==> config.mk <==
export PLATFORM = sky130hd
export DESIGN_NAME = display_scan_ndigit
export DESIGN_NICKNAME = d
export VERILOG_FILES = /design/src/rtl/display_pkg.sv /design/src/rtl/bin2bcd_seq.sv /design/src/rtl/display_scan_ndigit.sv
export SDC_FILE = /design/constraint.sdc
export NUM_CORES = 1
export LEC_CHECK = 0
export CORE_UTILIZATION = 60
export DETAILED_ROUTE_END_ITERATION = 6
export GPL_ROUTABILITY_DRIVEN = 0
export GPL_TIMING_DRIVEN = 1
export PLACE_DENSITY = 0.88
export SYNTH_ARGS = -nofsm -noshare
export SYNTH_HDL_FRONTEND = slang
export SYNTH_SLANG_ARGS = --single-unit
==> constraint.sdc <==
create_clock -name CLK -period 6.4 [get_ports CLK]
set_clock_uncertainty 0.2 [all_clocks]
set_input_delay 0.64 -clock CLK [delete_from_list [all_inputs] [get_ports CLK]]
set_output_delay 0.64 -clock CLK [all_outputs]
set_load 0.05 [all_outputs]
==> src/rtl/display_pkg.sv <==
// Shared constants, FSM state type and segment LUT for the n-digit display driver.
// Segment encodings are active-low gfedcba.
package display_pkg;

  localparam logic [6:0] SEG_MINUS = 7'h3F;
  localparam logic [6:0] SEG_BLANK = 7'h7F;

  typedef enum logic [1:0] {ST_IDLE, ST_SHIFT, ST_DONE} conv_state_t;

  function automatic logic [6:0] seg_hex(input logic [3:0] n);
    case (n)
      4'h0: seg_hex = 7'h40;
      4'h1: seg_hex = 7'h79;
      4'h2: seg_hex = 7'h24;
      4'h3: seg_hex = 7'h30;
      4'h4: seg_hex = 7'h19;
      4'h5: seg_hex = 7'h12;
      4'h6: seg_hex = 7'h02;
      4'h7: seg_hex = 7'h78;
      4'h8: seg_hex = 7'h00;
      4'h9: seg_hex = 7'h10;
      4'hA: seg_hex = 7'h08;
      4'hB: seg_hex = 7'h03;
      4'hC: seg_hex = 7'h46;
      4'hD: seg_hex = 7'h21;
      4'hE: seg_hex = 7'h06;
      default: seg_hex = 7'h0E;
    endcase
  endfunction

endpackage

==> src/rtl/bin2bcd_seq.sv <==
// Sequential double-dabble converter, one step per clock. The first step is folded
// into the start cycle so a full conversion completes DATA_W edges after start.
module bin2bcd_seq #(
  parameter int DATA_W = 16,
  parameter int DIGITS = 4
) (
  input  logic                   CLK,
  input  logic                   RST,
  input  logic                   start,
  input  logic [DATA_W-1:0]      bin,
  output logic                   busy,
  output logic                   done,
  output logic [DIGITS-1:0][3:0] bcd,
  output logic                   ovf
);

  localparam int CW = $clog2(DATA_W + 1);

  logic [DATA_W-1:0]      sh;
  logic [CW-1:0]          cnt;
  logic [DIGITS-1:0][3:0] src, adj, nxt;
  logic                   in_bit, cout;

  always_comb begin
    src    = start ? '0 : bcd;
    in_bit = start ? bin[DATA_W-1] : sh[DATA_W-1];
    for (int i = 0; i < DIGITS; i++)
      adj[i] = (src[i] >= 4'd5) ? src[i] + 4'd3 : src[i];
    // cout is the bit pushed out of the top nibble: value too wide for DIGITS
    {cout, nxt} = {adj, in_bit};
  end

  always_ff @(posedge CLK) begin
    if (RST) begin
      sh   <= '0;
      cnt  <= '0;
      bcd  <= '0;
      ovf  <= 1'b0;
      done <= 1'b0;
    end else begin
      done <= 1'b0;
      if (start) begin
        bcd  <= nxt;
        sh   <= bin << 1;
        cnt  <= CW'(DATA_W - 1);
        ovf  <= cout;
        done <= (DATA_W == 1);
      end else if (cnt != '0) begin
        bcd  <= nxt;
        sh   <= sh << 1;
        cnt  <= cnt - 1'b1;
        ovf  <= ovf | cout;
        done <= (cnt == CW'(1));
      end
    end
  end

  assign busy = (cnt != '0);

endmodule

==> src/rtl/display_scan_ndigit.sv <==
// Multiplexed common-anode seven-segment driver: hex or decimal conversion,
// atomic frame update, leading-zero blanking, per-digit minus and decimal point.
module display_scan_ndigit
  import display_pkg::*;
#(
  parameter int DIGITS   = 4,
  parameter int DATA_W   = 16,
  parameter int SCAN_DIV = 100000
) (
  input  logic              CLK,
  input  logic              RST,
  input  logic [DATA_W-1:0] x,
  input  logic              mode,
  input  logic              blank_lz,
  input  logic [DIGITS-1:0] neg,
  input  logic [DIGITS-1:0] dp,
  output logic [DIGITS+7:0] DISP
);

  localparam int PW = (SCAN_DIV > 1) ? $clog2(SCAN_DIV) : 1;
  localparam int IW = $clog2(DIGITS);

  typedef struct packed {
    logic [DIGITS-1:0][3:0] dig;
    logic                   ovf;
    logic                   dec;
  } frame_t;

  conv_state_t            state, state_nxt;
  logic                   cap, eng_start, wr;
  logic [DATA_W-1:0]      x_q;
  logic                   mode_q;
  logic                   eng_busy, eng_done, eng_ovf;
  logic [DIGITS-1:0][3:0] eng_bcd;
  logic [4*DIGITS-1:0]    hex_flat;
  frame_t                 frm;
  logic [PW-1:0]          presc;
  logic [IW-1:0]          idx;
  logic                   hi_zero;
  logic [6:0]             seg;
  logic [DIGITS-1:0]      an;

  always_ff @(posedge CLK) begin
    if (RST) state <= ST_IDLE;
    else     state <= state_nxt;
  end

  always_comb begin
    state_nxt = state;
    case (state)
      ST_IDLE:  state_nxt = mode ? ST_SHIFT : ST_DONE;
      ST_SHIFT: if (eng_done) state_nxt = ST_DONE;
      default:  state_nxt = ST_IDLE;
    endcase
  end

  always_comb begin
    cap       = (state == ST_IDLE);
    eng_start = cap & mode & ~eng_busy;
    wr        = (state == ST_DONE);
  end

  always_ff @(posedge CLK) begin
    if (RST) begin
      x_q    <= '0;
      mode_q <= 1'b0;
    end else if (cap) begin
      x_q    <= x;
      mode_q <= mode;
    end
  end

  bin2bcd_seq #(.DATA_W(DATA_W), .DIGITS(DIGITS)) u_bcd (
    .CLK   (CLK),
    .RST   (RST),
    .start (eng_start),
    .bin   (x),
    .busy  (eng_busy),
    .done  (eng_done),
    .bcd   (eng_bcd),
    .ovf   (eng_ovf)
  );

  always_comb begin
    hex_flat              = '0;
    hex_flat[DATA_W-1:0]  = x_q;
  end

  // digits, overflow and mode switch together so no partial frame is shown
  always_ff @(posedge CLK) begin
    if (RST) begin
      frm <= '0;
    end else if (wr) begin
      frm.dig <= mode_q ? eng_bcd : hex_flat;
      frm.ovf <= mode_q & eng_ovf;
      frm.dec <= mode_q;
    end
  end

  always_ff @(posedge CLK) begin
    if (RST) begin
      presc <= '0;
      idx   <= '0;
    end else if (presc == PW'(SCAN_DIV - 1)) begin
      presc <= '0;
      idx   <= (idx == IW'(DIGITS - 1)) ? '0 : idx + 1'b1;
    end else begin
      presc <= presc + 1'b1;
    end
  end

  always_comb begin
    hi_zero = 1'b1;
    for (int j = 0; j < DIGITS; j++)
      if (j >= int'(idx)) hi_zero &= (frm.dig[j] == 4'd0);
    if (neg[idx])                            seg = SEG_MINUS;
    else if (frm.dec && frm.ovf)             seg = SEG_MINUS;
    else if (blank_lz && idx != '0 && hi_zero) seg = SEG_BLANK;
    else                                     seg = seg_hex(frm.dig[idx]);
    an      = '1;
    an[idx] = 1'b0;
  end

  always_ff @(posedge CLK) begin
    if (RST) DISP <= '1;
    else     DISP <= {an, ~dp[idx], seg};
  end

endmodule

## Word level (Yosys, flattened, before mapping)

Memory sizes are Yosys's and may differ from the RTL's.
Cells that the tools add are included.
W data, S select, Z words.

- Bits in registers: 106
- Bits in read-only memories: 112
- Input port bits: 28
- Output and inout bits: 12
- Word-level logic and storage cells: 104
- Memories: 1

- Add/subtract/negate cells: 7
- $lt $le $gt $ge: 9
- Equal/unequal tests: 6
- Muxes and demuxes: 33
- Bitwise operators: 10
- Reductions and logical operators: 16

Memories:

| name | words | width | rd ports | clocked after memory_dff | write ports | RTL line | RTL |
|---|---|---|---|---|---|---|---|
| (no name shown) | 16 | 7 | 1 | 0 | 0 | display_pkg.sv:11 | `case (n)` |

Operators with widths:

| operator | number |
|---|---|
| $mux W16 | 6 |
| $mux W4 | 7 |
| $mux W7 | 3 |
| $add A17 B1 Y17 const B | 1 |
| $eq A17 B17 Y1 const B | 1 |
| $add A4 B2 Y4 const B | 4 |
| $ge A4 B3 Y1 const B | 4 |
| $logic_not A4 Y1 | 4 |
| $mux W1 | 9 |
| $bmux W4 S2 | 1 |
| $and A1 B1 Y1 | 6 |
| $mux W2 | 3 |
| $eq A5 B1 Y1 const B | 1 |
| $reduce_bool A5 Y1 | 1 |
| $sub A5 B1 Y5 const B | 1 |
| $bmux W1 S2 | 2 |
| $eq A2 B2 Y1 const B | 2 |
| $ge A1 B2 Y1 const A | 2 |
| $logic_and A1 B1 Y1 | 4 |
| $not A4 Y4 | 1 |
| $pmux W2 S2 | 1 |
| $reduce_bool A2 Y1 | 2 |
| $reduce_or A2 Y1 | 2 |
| $reduce_or A4 Y1 | 1 |
| other kinds (11) | 12 |

## Depth between registers and ports, before layout

- Depth after elaboration: 11
- Gate-level depth with buffers: 13
- Mapped depth without buffers: 12

## By module

A second synthesis with hierarchy kept.

- Cells, all modules: 593
- Area total of the unflattened synthesis: 5027.3 um^2

Modules (own cells, without submodules):

| module | instances | cells an instance | area each (um^2) | seq. area each (um^2) |
|---|---|---|---|---|
| display_scan_ndigit | 1 | 335 | 3041.7 | 1361.3 |
| bin2bcd_seq | 1 | 258 | 1985.7 | 760.7 |

## Least setup slack after synthesis

No wires, ideal clock.

- Path kind: reg2reg
- Start: register u_bcd.cnt[0]
- End: register u_bcd.bcd[10] in the netlist's numbering
- Library setup time: 0.065 ns
- Arrival time: 2.523 ns
- Required time: 6.135 ns
- Setup slack: 3.612 ns
- Stages on the path, launching flop included: 14
- Buffers on the path: 1
- Period minus slack after synthesis: 2.788 ns
- Cells stage by stage: dfxtp_1 -> inv_1 -> ha_1 -> nor4b_1 -> buf_2 -> nand3_1 -> nand2_1 -> inv_1 -> ha_1 -> nand2b_1 -> a21oi_1 -> mux2i_1 -> a22oi_1 -> nor2_1

- Word-level cells in the longest chain between the ends: 8
- Elaborated cells on any way between the ends: 10
- Classes of those cells: 1 x add/sub; 1 x order compare; 4 x mux; 2 x bitwise; 2 x reduce/logical

Ends and longest elaborated chain:

| element | RTL line | RTL |
|---|---|---|
| start, declared | bin2bcd_seq.sv:20 | `logic [CW-1:0] cnt;` |
| start signal, assigned | bin2bcd_seq.sv:45 | `cnt <= CW'(DATA_W - 1);` |
| start signal, assigned | bin2bcd_seq.sv:51 | `cnt <= cnt - 1'b1;` |
| $reduce_bool A5 Y1 (*) | bin2bcd_seq.sv:48, bin2bcd_seq.sv:58 |  |
| $not A1 Y1 (no line) | - |  |
| $and A1 B1 Y1 | display_scan_ndigit.sv:59 | `eng_start = cap & mode & ~eng_busy;` |
| $mux W16 | bin2bcd_seq.sv:25 | `src = start ? '0 : bcd;` |
| $add A4 B2 Y4 or $ge A4 B3 Y1 (tied branches) | bin2bcd_seq.sv:28 | `adj[i] = (src[i] >= 4'd5) ? src[i] + 4'd3 : src[i];` |
| $mux W4 | bin2bcd_seq.sv:28 |  |
| $mux W16 | bin2bcd_seq.sv:48 | `end else if (cnt != '0) begin` |
| $mux W16 | bin2bcd_seq.sv:42 | `if (start) begin` |
| end signal, assigned | bin2bcd_seq.sv:43 | `bcd <= nxt;` |
| end signal, assigned | bin2bcd_seq.sv:49 | `bcd <= nxt;` |
| end, declared | bin2bcd_seq.sv:13 | `output logic [DIGITS-1:0][3:0] bcd,` |

Every way passes the cells marked *; elsewhere a longest branch is shown, timed or not. The select of a mux whose other input is x is not followed.
A chain may end at the register's enable or synchronous reset.

## Worst setup path after layout

- Start: input port mode
- End: register u_bcd.bcd[6] in the netlist's numbering

- Word-level cells in the longest chain between the ends: 7
- Elaborated cells on any way between the ends: 9
- Classes of those cells: 1 x add/sub; 1 x order compare; 4 x mux; 2 x bitwise; 1 x reduce/logical

Ends and longest elaborated chain:

| element | RTL line | RTL |
|---|---|---|
| start, declared | display_scan_ndigit.sv:13 | `input logic mode,` |
| $and A1 B1 Y1 (*) (2 in a row) | display_scan_ndigit.sv:59 |  |
| $mux W16 | bin2bcd_seq.sv:25 |  |
| $add A4 B2 Y4 or $ge A4 B3 Y1 (tied branches) | bin2bcd_seq.sv:28 |  |
| $mux W4 | bin2bcd_seq.sv:28 |  |
| $mux W16 | bin2bcd_seq.sv:48 |  |
| $mux W16 | bin2bcd_seq.sv:42 |  |

Marks and branches as above.

==> out/results.ini <==
[yosys]
synthSimpleGateAreaFrac_pct = 20.8
yosysWarnings = 0
synth_edf_count = 0
syn_avg_cell_area_um2 = 8.75
ys_ff_latch = 106
synth.area.mux_share_pct = 8.08
synth_cells = 563
synth_xor_area_share_pct = 3.20
seq_area_frac_synth_pct = 43.1
dominantRegCellSynth = dfxtp_1
synth_cell_types = 49
ys_async_sr_fraction_pct = 0
yosys.area_share.adder_pct = 5.08
synth_compound_area_share_pct = 15.2
synth_top_family_by_area = simple AND/OR/NAND/NOR gates
syn-num-nets = 611
syn_area_um2 = 4920

[route]
routed_wl_um = 10700
first_pass_iters = 5
met2RoutedLength_um = 5310
wl_per_cell_um = 15.6
drt-initial-drc-count = 281
via_per_inst = 6.03
drc = 0
vias = 4152
top_layer = met4
wirelength_met1_um = 4670
drtAntennaViolNets = 0
route.met3.wl_um = 622

[placed_design]
place_area_um2 = 5330
portBuffers = 39
hpwl_um = 7310

[timing]
tightest_slew_ns = 1.11
fmax_mhz = 296
fin_crit_sh_pct = 52.9
tns_ns = 0
period_minus_slack_ns = 3.38
maxSlewHeadroom_pct = 26.0
maxSlewViolCount = 0
finalHoldViolations = 0
rsz0062_at_grt = false
finalSetupViolations = 0

[grt]
grt_max_degree = 86
antenna_found_initial = 0
grtUsageTotal_pct = 26.7
overflow = 0
grt_pass1_wl_um = 18100
first_global_vias = 3799

[die]
std_cell_rows = 32
ios = 40
die_x_um = 92.6
dieArea_um2 = 8570
initial_core_util_pct = 62.7
die_h_um = 92.6
core_region_area_um2 = 7850

[clock_network]
cts_resized = 0
numCtsBuffers = 9
clock-sinks = 106
clock_latency_ns = 0.36
cts_hold_buf = 0
clockRootBuffer = clkbuf_8
cts_buffer_depth = 2
post_cts_buffers = 0
cts_tree = built
htree_levels = 3
clk_pin_slew_ns = 0.10

[finish]
nNetsFinal = 631
n_fill_cell = 607
drive_above_1_share_pct = 5.11
antenna_cells = 0
multiInputGateArea_um2 = 2590
area_growth_pct = 13.3
stdcell_area_um2 = 5580
register_area_um2 = 2120

[setup_path]
cp.required_ns = 6.50
crit_fanout = 19
critPathSlowestCell = clkdlybuf4s50_1
endpoint_kind = flip-flop
critPathLaunchType = input port
crit_arrival_ns = 3.49
critPathMaxStageDelay_ns = 0.94
critPathKind = in -> reg
crit_chain = clkdlybuf4s50_1 -> nand3_1 -> nand2_1 -> inv_1 -> ha_1 -> nand2b_1 -> a21oi_1 -> mux2i_1 -> a22oi_1 -> nor2_1

[min_path]
hold_path_class = reg -> reg

[job]
drv_cap = 0

[power_and_ir_drop]
ir_drop_uv = 225
power_density_nw_per_um2 = 316
p_leak_nw = 2.10

[run_status]
status = completed

sequential cells by signal, summed over array words and instances (netlist names):
register / count
u_bcd.ovf: 1
idx: 2
u_bcd.cnt: 5
u_bcd.sh: 15
presc: 17
state: 2
frm: 18
mode_q: 1
u_bcd.bcd: 16
u_bcd.done: 1
hex_flat: 16
DISP: 12
per-layer routing:
layer | GRT usage [%] | up-vias
li1 | - | 2021
met4 | 8.20 | 0
met1 | 34.9 | 1970
met5 | 0 | -
met2 | 45.1 | 145
met3 | 4.27 | 16
logic make-up (layout without fill, tap and decap cells):
family	after synthesis	count (layout)
AND/OR/NAND/NOR	224	224
AO/OA/AOI/OAI	111	111
flip-flops	106	106
buffers and inverters	53	77
multiplexers	31	31
adder cells (fa/ha/maj)	20	20
XOR/XNOR	18	18
report_power, final:
part           internal, mW  leakage (nW)  switching (mW)
clock                 0.297         0.123           0.218
combinational         0.167          1.11           0.287
sequential            0.734         0.867          0.0582
stage by stage:
step	hold slack [ns]	worst slack, ns	cells	utilization (%)	power, mW
after global placement	0.248	2.97	674	67.9	1.22
final	0.268	3.02	689	71.1	1.76
after floorplan	0.236	3.61	563	-	1.13
after CTS	0.270	3.12	689	71.1	1.76
after global routing	0.291	2.82	689	71.1	1.85
after detailed placement	0.257	2.84	674	67.9	1.25
synthesized netlist by cell type, drive strengths merged (9+ instances only):
cell    number  area [µm²]
nor3        10        50.1
xor2        10        87.6
nor2        75         282
dfxtp      106        2120
ha          20         250
buf          9        58.8
nand2       67         251
a21oi       36         184
nand3       29         145
o21ai       12        60.1
a211oi      22         165
mux2i       24         240
clkbuf      25        93.8
nand2b      10        62.6
inv         19        71.3
a311oi      15         131
cell type report:
class	count	area share (%)
clock inverters	5	2.29
multi-input cells	404	46.4
inverters	19	1.28
repair buffers	43	7.44
flip-flops and latches	106	38.0
clock buffers	10	2.29
well taps	102	2.29
worst max-delay path: cells and delay by family:
family / cells / cell delay [ns]
buf+inv: 2 / 1.01
simple gates: 4 / 1.01
compound gates: 2 / 0.40
mux: 1 / 0.27
fa+ha+maj: 1 / 0.17
final timing paths:
kind | from | end | depth (start not counted) | slack [ns]
hold / removal | hex_flat[1] | hex_flat[1] | 2 | 0.27
hold reg to reg | hex_flat[1] | hex_flat[1] | 2 | 0.27
setup / recovery | mode | u_bcd.bcd[6] | 10 | 3.02
setup reg to reg | u_bcd.cnt[0] | u_bcd.bcd[6] | 13 | 3.02
layout by cell type, fill, tap and decap left out, types with 2 or more instances in the layout:
cell type / count
o211ai_1: 4
buf_4: 4
mux4_1: 3
nand2b_1: 10
a22oi_1: 7
o21bai_1: 2
a21oi_1: 35
nand2_1: 67
nor2_1: 74
inv_1: 19
nor4_1: 3
a211oi_1: 22
mux2i_1: 24
clkdlybuf4s50_1: 38
a2bb2oi_1: 3
a221o_1: 2
and3_1: 8
or2_2: 2
nor2b_1: 3
dfxtp_1: 106
nand4_1: 2
o22ai_1: 2
nor3_1: 10
ha_1: 20
mux4_2: 3
o21ai_0: 12
a311oi_1: 15
xnor2_1: 8
nor3b_1: 4
nand3_1: 29
xor2_1: 10
a211o_1: 2
bufinv_16: 4
and4_1: 3
clkbuf_8: 9
Power figures use the tool's default switching activity.
